## src/rtl/rr_sched.sv

```systemverilog
// Round-robin dispatcher: pops customer entries from a FIFO and loads them onto
// the next free service counter. Statistics counters are built only with RR_SCHED_STATS_EN.
module rr_sched #(
    parameter int NCNT = 3,
    parameter int TMAX = 7
) (
    input  logic            clk,
    input  logic            rst,
    input  logic            hold,
    input  logic            q_empty,
    input  logic [3:0]      q_num,
    input  logic [3:0]      q_tim,
    input  logic [NCNT-1:0] busy,
    output logic            q_re,
    output logic [NCNT-1:0] ld,
    output logic [3:0]      ld_num,
    output logic [3:0]      ld_tim,
    output logic [1:0]      rr_ptr,
    output logic [3:0]      err_cnt,
    output logic [7:0]      served
);

    localparam logic [3:0] TMAX_L = 4'(TMAX);

    typedef enum logic [1:0] {IDLE, POP, CAPT, GRANT} state_t;

    state_t            state_q, state_d;
    logic              q_re_q, q_re_d;
    logic [NCNT-1:0]   ld_q, ld_d;
    logic [3:0]        num_q, num_d;
    logic [3:0]        tim_q, tim_d;
    logic [1:0]        ptr_q, ptr_d;

    logic [1:0]        cand [NCNT];
    logic              found;
    logic [1:0]        pick;
    logic              legal;

    // Candidate order starts at the pointer and wraps modulo the counter count.
    for (genvar gi = 0; gi < NCNT; gi++) begin : g_cand
        logic [2:0] sum;
        assign sum      = {1'b0, ptr_q} + 3'(gi);
        assign cand[gi] = (sum >= 3'(NCNT)) ? 2'(sum - 3'(NCNT)) : sum[1:0];
    end

    always_comb begin
        found = 1'b0;
        pick  = 2'd0;
        for (int i = 0; i < NCNT; i++) begin
            if (!found && !busy[cand[i]]) begin
                found = 1'b1;
                pick  = cand[i];
            end
        end
    end

    assign legal = (q_tim != 4'd0) && (q_tim <= TMAX_L);

    // The grant decision is made one cycle ahead so ld is a registered strobe
    // that is visible during the GRANT cycle itself.
    always_comb begin
        state_d = state_q;
        q_re_d  = 1'b0;
        ld_d    = '0;
        num_d   = num_q;
        tim_d   = tim_q;
        ptr_d   = ptr_q;
        unique case (state_q)
            IDLE: begin
                if (!hold && !q_empty && busy != '1) begin
                    state_d = POP;
                    q_re_d  = 1'b1;
                end
            end
            POP: state_d = CAPT;
            CAPT: begin
                num_d = q_num;
                tim_d = q_tim;
                if (!legal) begin
                    state_d = IDLE;
                end else begin
                    state_d = GRANT;
                    if (found) begin
                        ld_d[pick] = 1'b1;
                    end
                end
            end
            GRANT: begin
                if (ld_q != '0) begin
                    state_d = IDLE;
                end else if (found) begin
                    ld_d[pick] = 1'b1;
                end
            end
            default: state_d = IDLE;
        endcase
        if (ld_d != '0) begin
            ptr_d = (pick == 2'(NCNT - 1)) ? 2'd0 : pick + 2'd1;
        end
    end

    always_ff @(posedge clk) begin
        if (rst) begin
            state_q <= IDLE;
            q_re_q  <= 1'b0;
            ld_q    <= '0;
            num_q   <= 4'd0;
            tim_q   <= 4'd0;
            ptr_q   <= 2'd0;
        end else begin
            state_q <= state_d;
            q_re_q  <= q_re_d;
            ld_q    <= ld_d;
            num_q   <= num_d;
            tim_q   <= tim_d;
            ptr_q   <= ptr_d;
        end
    end

    assign q_re   = q_re_q;
    assign ld     = ld_q;
    assign ld_num = num_q;
    assign ld_tim = tim_q;
    assign rr_ptr = ptr_q;

`ifdef RR_SCHED_STATS_EN
    logic [7:0] served_q;
    logic [3:0] err_q;

    always_ff @(posedge clk) begin
        if (rst) begin
            served_q <= 8'd0;
            err_q    <= 4'd0;
        end else begin
            if (ld_d != '0) begin
                served_q <= served_q + 8'd1;
            end
            if (state_q == CAPT && !legal && err_q != 4'hf) begin
                err_q <= err_q + 4'd1;
            end
        end
    end

    assign served  = served_q;
    assign err_cnt = err_q;
`else
    assign served  = 8'd0;
    assign err_cnt = 4'd0;
`endif

endmodule

```

## config.mk

```make
export PLATFORM = sky130hd
export DESIGN_NAME = rr_sched
export DESIGN_NICKNAME = d
export VERILOG_FILES = /design/src/rtl/rr_sched.sv
export SDC_FILE = /design/constraint.sdc
export NUM_CORES = 1
export LEC_CHECK = 0
export CORE_ASPECT_RATIO = 0.9
export CORE_MARGIN = 2
export CORE_UTILIZATION = 35
export CTS_BUF_LIST = sky130_fd_sc_hd__clkbuf_4 sky130_fd_sc_hd__clkbuf_8
export DETAILED_ROUTE_END_ITERATION = 8
export PLACE_DENSITY = 0.69
export SYNTH_ARGS = -nofsm -noshare
export SYNTH_HDL_FRONTEND = slang
export SYNTH_SLANG_ARGS = --single-unit
```

## constraint.sdc

```tcl
create_clock -name clk -period 4.2 [get_ports clk]
set_clock_uncertainty 0.1 [all_clocks]
set_input_delay 0.63 -clock clk [delete_from_list [all_inputs] [get_ports clk]]
set_output_delay 0.63 -clock clk [all_outputs]
set_load 0.01 [all_outputs]
```

## Word-level counts from Yosys, hierarchy flattened

Index checks and enable logic that the tools add are counted.

| word-level totals | value |
|---|---|
| flip-flop bits (word level) | 16 |
| bits of input ports | 15 |
| logic and storage cells | 73 |

| cells by class | value |
|---|---|
| add/sub/neg operators | 6 |
| $lt $le $gt $ge | 9 |
| eq/ne operators | 7 |
| muxes and demuxes | 27 |
| bitwise operators | 1 |
| reductions and logical operators | 17 |

Operators by type and width:

| cell | number |
|---|---|
| two-way mux 2 bit | 10 |
| less-than comparator 2 x 3 -> 1 bit, second input constant | 4 |
| two-way mux 3 bit | 3 |
| two-way mux 1 bit | 8 |
| one-hot mux 2 bit (4 select lines) | 1 |
| binary-select mux 1 bit (select 2 bit) | 3 |
| equality test 2 bit, second input constant | 3 |
| >= comparator 3 x 2 -> 1 bit, second input constant | 2 |
| logical AND 1 bit | 6 |
| one-hot mux 3 bit (2 select lines) | 1 |
| nonzero test 3 bit | 2 |
| subtractor 2 bit, second input constant | 3 |
| zero test 1 bit | 5 |
| less-or-equal comparator 4 x 3 -> 1 bit, second input constant | 1 |
| != test 2 bit, second input constant | 2 |
| nonzero test 4 bit | 1 |
| adder 2 x 1 -> 3 bit, second input constant | 1 |
| adder 2 x 2 -> 3 bit, second input constant | 1 |
| != test 3 bit, second input constant | 1 |
| adder 2 x 1 -> 2 bit, second input constant | 1 |
| demux 1 bit (select 2 bit) | 1 |
| equality test 2 x 1 -> 1 bit, second input constant | 1 |
| >= comparator 2 x 1 -> 1 bit, second input constant | 1 |
| >= comparator 2 bit, second input constant | 1 |
| other kinds (4) | 4 |

## Depth between registers and ports, before layout

| logic depth | value |
|---|---|
| depth in word-level cells | 19 |
| depth in mapped cells | 8 |
| depth with buffers taken out | 8 |

## Worst setup path after synthesis

No wires, ideal clock.

| path | value |
|---|---|
| kind | reg-to-reg |
| from | register ptr_q[0], in the netlist rr_ptr[0] |
| to | register ld_q[1], in the netlist ld[1] |
| setup time | 0.080 ns |
| arrival time | 1.731 ns |
| data required time | 4.020 ns |
| setup slack | 2.289 ns |
| cell stages (with the launch flop) | 9 |
| path buffers | 0 |
| period minus slack after synthesis | 1.911 ns |
| cells stage by stage | dfxtp_1 > inv_1 > ha_1 > nand2b_1 > mux2i_1 > a21oi_1 > a31o_2 > nand2b_1 > nor3b_1 |

| on the way | value |
|---|---|
| word-level cells in the longest chain between the ends | 18 |
| elaborated cells on any way between the ends | 37 |

Ends and longest elaborated chain:

| item | RTL line | source |
|---|---|---|
| start: declaration | 32 | `logic [1:0] ptr_q, ptr_d;` |
| start signal: assignment | 116 | `ptr_q <= ptr_d;` |
| adder 2 x 1 -> 3 bit | 42 | `assign sum = {1'b0, ptr_q} + 3'(gi);` |
| >= comparator 3 x 2 -> 1 bit / subtractor 2 bit (equally long branches) | 43 | `assign cand[gi] = (sum >= 3'(NCNT)) ? 2'(sum - 3'(NCNT)) : sum[1:0];` |
| two-way mux 2 bit | 43 |  |
| binary-select mux 1 bit (select 2 bit) | 50 | `if (!found && !busy[cand[i]]) begin` |
| two-way mux 1 bit (not written as such) | 50 |  |
| zero test 1 bit | 50 |  |
| logical AND 1 bit | 50 |  |
| two-way mux 1 bit | 50 |  |
| [... 2 more ...] | - |  |
| two-way mux 2 bit | 50 |  |
| less-than comparator 2 x 3 -> 1 bit (not written as such) / >= comparator 2 x 1 -> 1 bit (equally long branches) | 84, 92 |  |
| logical AND 1 bit (not written as such) | 84, 92 |  |
| two-way mux 1 bit (not written as such) | 84, 92 |  |
| demux 1 bit (select 2 bit) | 84, 92 |  |
| two-way mux 3 bit (*) | 83, 91 |  |
| two-way mux 3 bit (on tied branches) | 89, 79 |  |
| one-hot mux 3 bit (2 select lines) (*) | 68 | `unique case (state_q)` |
| end signal: assignment | 113 | `ld_q <= ld_d;` |
| end: declaration | 29 | `logic [NCNT-1:0] ld_q, ld_d;` |

Mark *: on every way between the ends. The rest lies on a longest branch, timed or not. The select of a mux whose other input is x is not followed.
A chain may end at the register's enable or synchronous reset.

## Worst setup path in the final report

| path | value |
|---|---|
| from | input port busy[1] |
| to | register ld_q[1], in the netlist ld[1] |

| on the way | value |
|---|---|
| word-level cells in the longest chain between the ends | 15 |
| elaborated cells on any way between the ends | 26 |

Ends and longest elaborated chain:

| item | RTL line | source |
|---|---|---|
| start: declaration | 13 | `input logic [NCNT-1:0] busy,` |
| binary-select mux 1 bit (select 2 bit) | 50 |  |
| two-way mux 1 bit (not written as such) | 50 |  |
| zero test 1 bit | 50 |  |
| logical AND 1 bit | 50 |  |
| two-way mux 1 bit | 50 |  |
| zero test 1 bit | 50 |  |
| logical AND 1 bit | 50 |  |
| two-way mux 2 bit | 50 |  |
| less-than comparator 2 x 3 -> 1 bit (not written as such) / >= comparator 2 x 1 -> 1 bit (equally long branches) | 84, 92 |  |
| logical AND 1 bit (not written as such) | 84, 92 |  |
| two-way mux 1 bit (not written as such) | 84, 92 |  |
| demux 1 bit (select 2 bit) | 84, 92 |  |
| two-way mux 3 bit (*) | 83, 91 |  |
| two-way mux 3 bit (on tied branches) | 89, 79 |  |
| one-hot mux 3 bit (2 select lines) (*) | 68 |  |

Marks and branches as above.

==> key figures <==
Power and ir drop
  • Clock power share: 0.318
  • Total power: 0.323 mW
  • Seq pwr share: 0.495
  • Cell Pwr Density: 272 nW/um2
  • Sw frac: 0.257
  • Combinational share of power: 0.187
  • Max VDD drop: 0.172 mV
  • Pleak: 0.457 nW
  • Net Switching: 0.0829 mW
  • Int Power: 0.240 mW

STA
  • Worst hold slack: 0.357 ns
  • Slew @ Worst Pin: 0.486 ns
  • Unrepaired setup endpoints after global routing: no
  • Final Worst Setup Slack: 2.01 ns
  • Minimum clock period: 2.19 ns
  • Setup TNS: 0 ns
  • Post-route clock period utilization: 0.521
  • Fmax achieved: 0.457 GHz
  • Worst slew margin: 0.668
  • Final setup fails: 0
  • Final hold vios: 0
  • Pins Over Slew Limit: 0

Setup path
  • Critical Path Fanout Max: 6
  • Worst Setup Start Kind: input pin
  • CP most frequent cell: nand2b_1
  • Critical Path RT: 4.31 ns
  • FF-to-FF setup slack: 2.09 ns
  • Worst setup startpoint: busy[1]
  • Cell count of the worst reg-to-reg path: 8
  • Crit-path leading delay family: buffers and inverters
  • CP Capture Point: ld[1]$_SDFF_PP0_
  • Crit path buf inv count: 1
  • Max stage delay cell, worst path: clkdlybuf4s50_1
  • Crit. End Element: flop
  • RR Endpoint: rr_ptr[1]$_SDFFE_PP0P_
  • Crit path cell chain: clkdlybuf4s50_1 > nand2b_1 > mux2i_1 > a21oi_1 > a31o_2 > nand2b_1 > nor3b_1
  • CP Data Arrival Time: 2.30 ns
  • Worst reg2reg startpoint: rr_ptr[1]$_SDFFE_PP0P_
  • Delay of the slowest critical-path stage: 0.57 ns
  • Critical path class: input pin to flop
  • Crit path depth: 7

Worst hold path
  • Hold depth: 2
  • Hold WC Path Type: flop to flop

Status
  • Status: completed

Detailed routing
  • Avg WL per Cell: 11.2 um
  • DR vias: 787
  • Antenna-violating nets left: 0
  • Drt drc: 0
  • DR iter-0 viols: 4
  • Final WL: 1870 um
  • Initial DRT Pass Iterations: 3
  • Vias/cell: 4.71

Place
  • GP Congestion: 0.914
  • Port bufs: 28
  • DP Area: 1150 um2
  • Place WS: 1.71 ns
  • Dpl hpwl: 1450 um

Synth
  • Number of distinct library cells after synthesis: 33
  • Number of enable flip-flop cells after synthesis: 0
  • Main synth FF type: dfxtp_1
  • Cell area after synthesis: 897 um2
  • Register area share after synthesis: 0.357
  • Synth top area cells: dfxtp_1 36%, buf_4 10%, nand2_1 8.4%, a21oi_1 6.7%, ha_1 5.6%
  • Ys Warns: 0
  • Ys async rst share: 0
  • Synthesis-stage register bit count: 16
  • Largest area contributor in the netlist: dfxtp_1
  • Syn Inst Count: 110
  • Yosys top cell area share: 0.357
  • Synth Area per Inst: 8.16 um2

Die
  • Die ar.: 2980 um2
  • Initial core utilization: 0.367
  • Core Box Area: 2450 um2
  • # rows: 17
  • Chip width: 57.4 um
  • Die height: 52.0 um
  • I/O pins: 41

Global route
  • Tot GR Track Use: 0.132
  • Antenna violations before repair: 0
  • First-pass GRT wire length: 3060 um
  • GR Overflow Total: 0
  • Vias in the first global route: 708
  • Largest net degree at the start of global routing: 14

CTS
  • H-tree depth: 1
  • Clock buffer depth: 2
  • Later-pin clock latency in the skew report: 0.29 ns
  • Clock-pin slew on the worst setup and hold paths: 0.09 ns
  • CTS tree: done
  • Post-cts repair resize count: 0
  • Post CTS Setup Buffer Count: 0
  • CTS Root Cell: clkbuf_4
  • CTS Buf Count: 3
  • Post-CTS Hold Buffers: 0
  • Clock sink total: 16

Layout
  • Final net count: 159
  • Share of cells above drive strength 1: 0.0791
  • FILL cells: 247
  • Ant diodes: 0
  • Multi-input logic area: 490 um2
  • Register Area: 320 um2
  • Finished Cell Area: 1180 um2
  • Layout area overhead: 32.1%

Run
  • Max-Cap Viols: 0
[layout make-up]
cell class              instances  share of cell area
multi-input cells              85               0.414
flip-flops and latches         16               0.270
repair buffers                 28               0.237
clock buffers                   4              0.0306
well taps                      28              0.0296
inverters                       6              0.0190
[worst min-delay path by stage]
stage	start	endpoint	slack, ns
detailed placement	ld_num[1]$_SDFFE_PP0P_	ld_num[1]$_SDFFE_PP0P_	0.35
floorplan	ld_num[0]$_SDFFE_PP0P_	ld_num[0]$_SDFFE_PP0P_	0.38
global route	ld_tim[1]$_SDFFE_PP0P_	ld_tim[1]$_SDFFE_PP0P_	0.38
finish	ld_num[1]$_SDFFE_PP0P_	ld_num[1]$_SDFFE_PP0P_	0.36
CTS	ld_num[1]$_SDFFE_PP0P_	ld_num[1]$_SDFFE_PP0P_	0.36
global placement	ld_num[3]$_SDFFE_PP0P_	ld_num[3]$_SDFFE_PP0P_	0.34
[state kept, by name (all words and copies together) (netlist names)]
name	flops
state_q	2
ld_tim	4
rr_ptr	2
q_re	1
ld_num	4
ld	3
[stage by stage]
step,std cells,util
2_1_floorplan,121,-
3_3_place_gp,163,0.470
3_5_place_dp,163,0.470
4_1_cts,167,0.484
5_1_grt,167,0.484
6_report,167,0.484
[synthesized netlist by cell type, types with 2 or more instances]
| cell | n |
|---|---|
| nand2_1 | 20 |
| dfxtp_1 | 16 |
| a21oi_1 | 12 |
| buf_4 | 12 |
| inv_1 | 6 |
| nor2_1 | 6 |
| ha_1 | 4 |
| nand2b_1 | 3 |
| o21ai_0 | 3 |
| mux2i_1 | 2 |
| nand2_2 | 2 |
| nor2b_1 | 2 |
| nor3_1 | 2 |
[worst register-to-register path, delay by kind of cell (launching register included)]
| kind | cells | cell delay (ns) |
|---|---|---|
| AO/OA/AOI/OAI | 3 | 0.80 |
| flip-flops | 1 | 0.41 |
| adder cells (fa/ha/maj) | 1 | 0.26 |
| buffers and inverters | 1 | 0.08 |
| AND/OR/NAND/NOR | 3 | 0.34 |
[logic make-up after synthesis]
kind of cell	synth area share
buffers and inverters	0.142
AND/OR/NAND/NOR	0.244
adder cells (fa/ha/maj)	0.0558
AO/OA/AOI/OAI	0.174
other	0.00418
flip-flops	0.357
multiplexers	0.0223
[placed cells by master, fill, tap and decap left out, drive strengths merged]
cell type / n
a31o: 1
nor2: 6
or4: 1
nand2: 22
a32o: 1
o21bai: 1
conb: 12
ha: 4
clkdlybuf4s50: 28
a211oi: 1
o211a: 1
nand2b: 4
and3: 1
clkbuf: 4
or2: 1
o21ai: 4
inv: 6
a311oi: 1
or3: 1
mux2i: 2
nor3: 2
a2111oi: 1
nor2b: 2
a21oi: 12
o32ai: 1
dfxtp: 16
nor3b: 2
a31oi: 1
[power groups by stage]
| stage | sequential [mW] | combinational [mW] | clock [mW] |
|---|---|---|---|
| global route | 0.161 | 0.0662 | 0.114 |
| finish | 0.160 | 0.0602 | 0.103 |
| detailed placement | 0.163 | 0.0597 | 0 |
| CTS | 0.160 | 0.0602 | 0.108 |
| floorplan | 0.165 | 0.0398 | 0 |
| global placement | 0.163 | 0.0587 | 0 |
[per-layer routing]
metal  part of all wire  track usage
met2               0.52        0.244
met5                  0            0
met1               0.43        0.148
met3              0.047       0.0373
met4             0.0075       0.0349
Note: power is estimated with default switching activity, not from simulation.
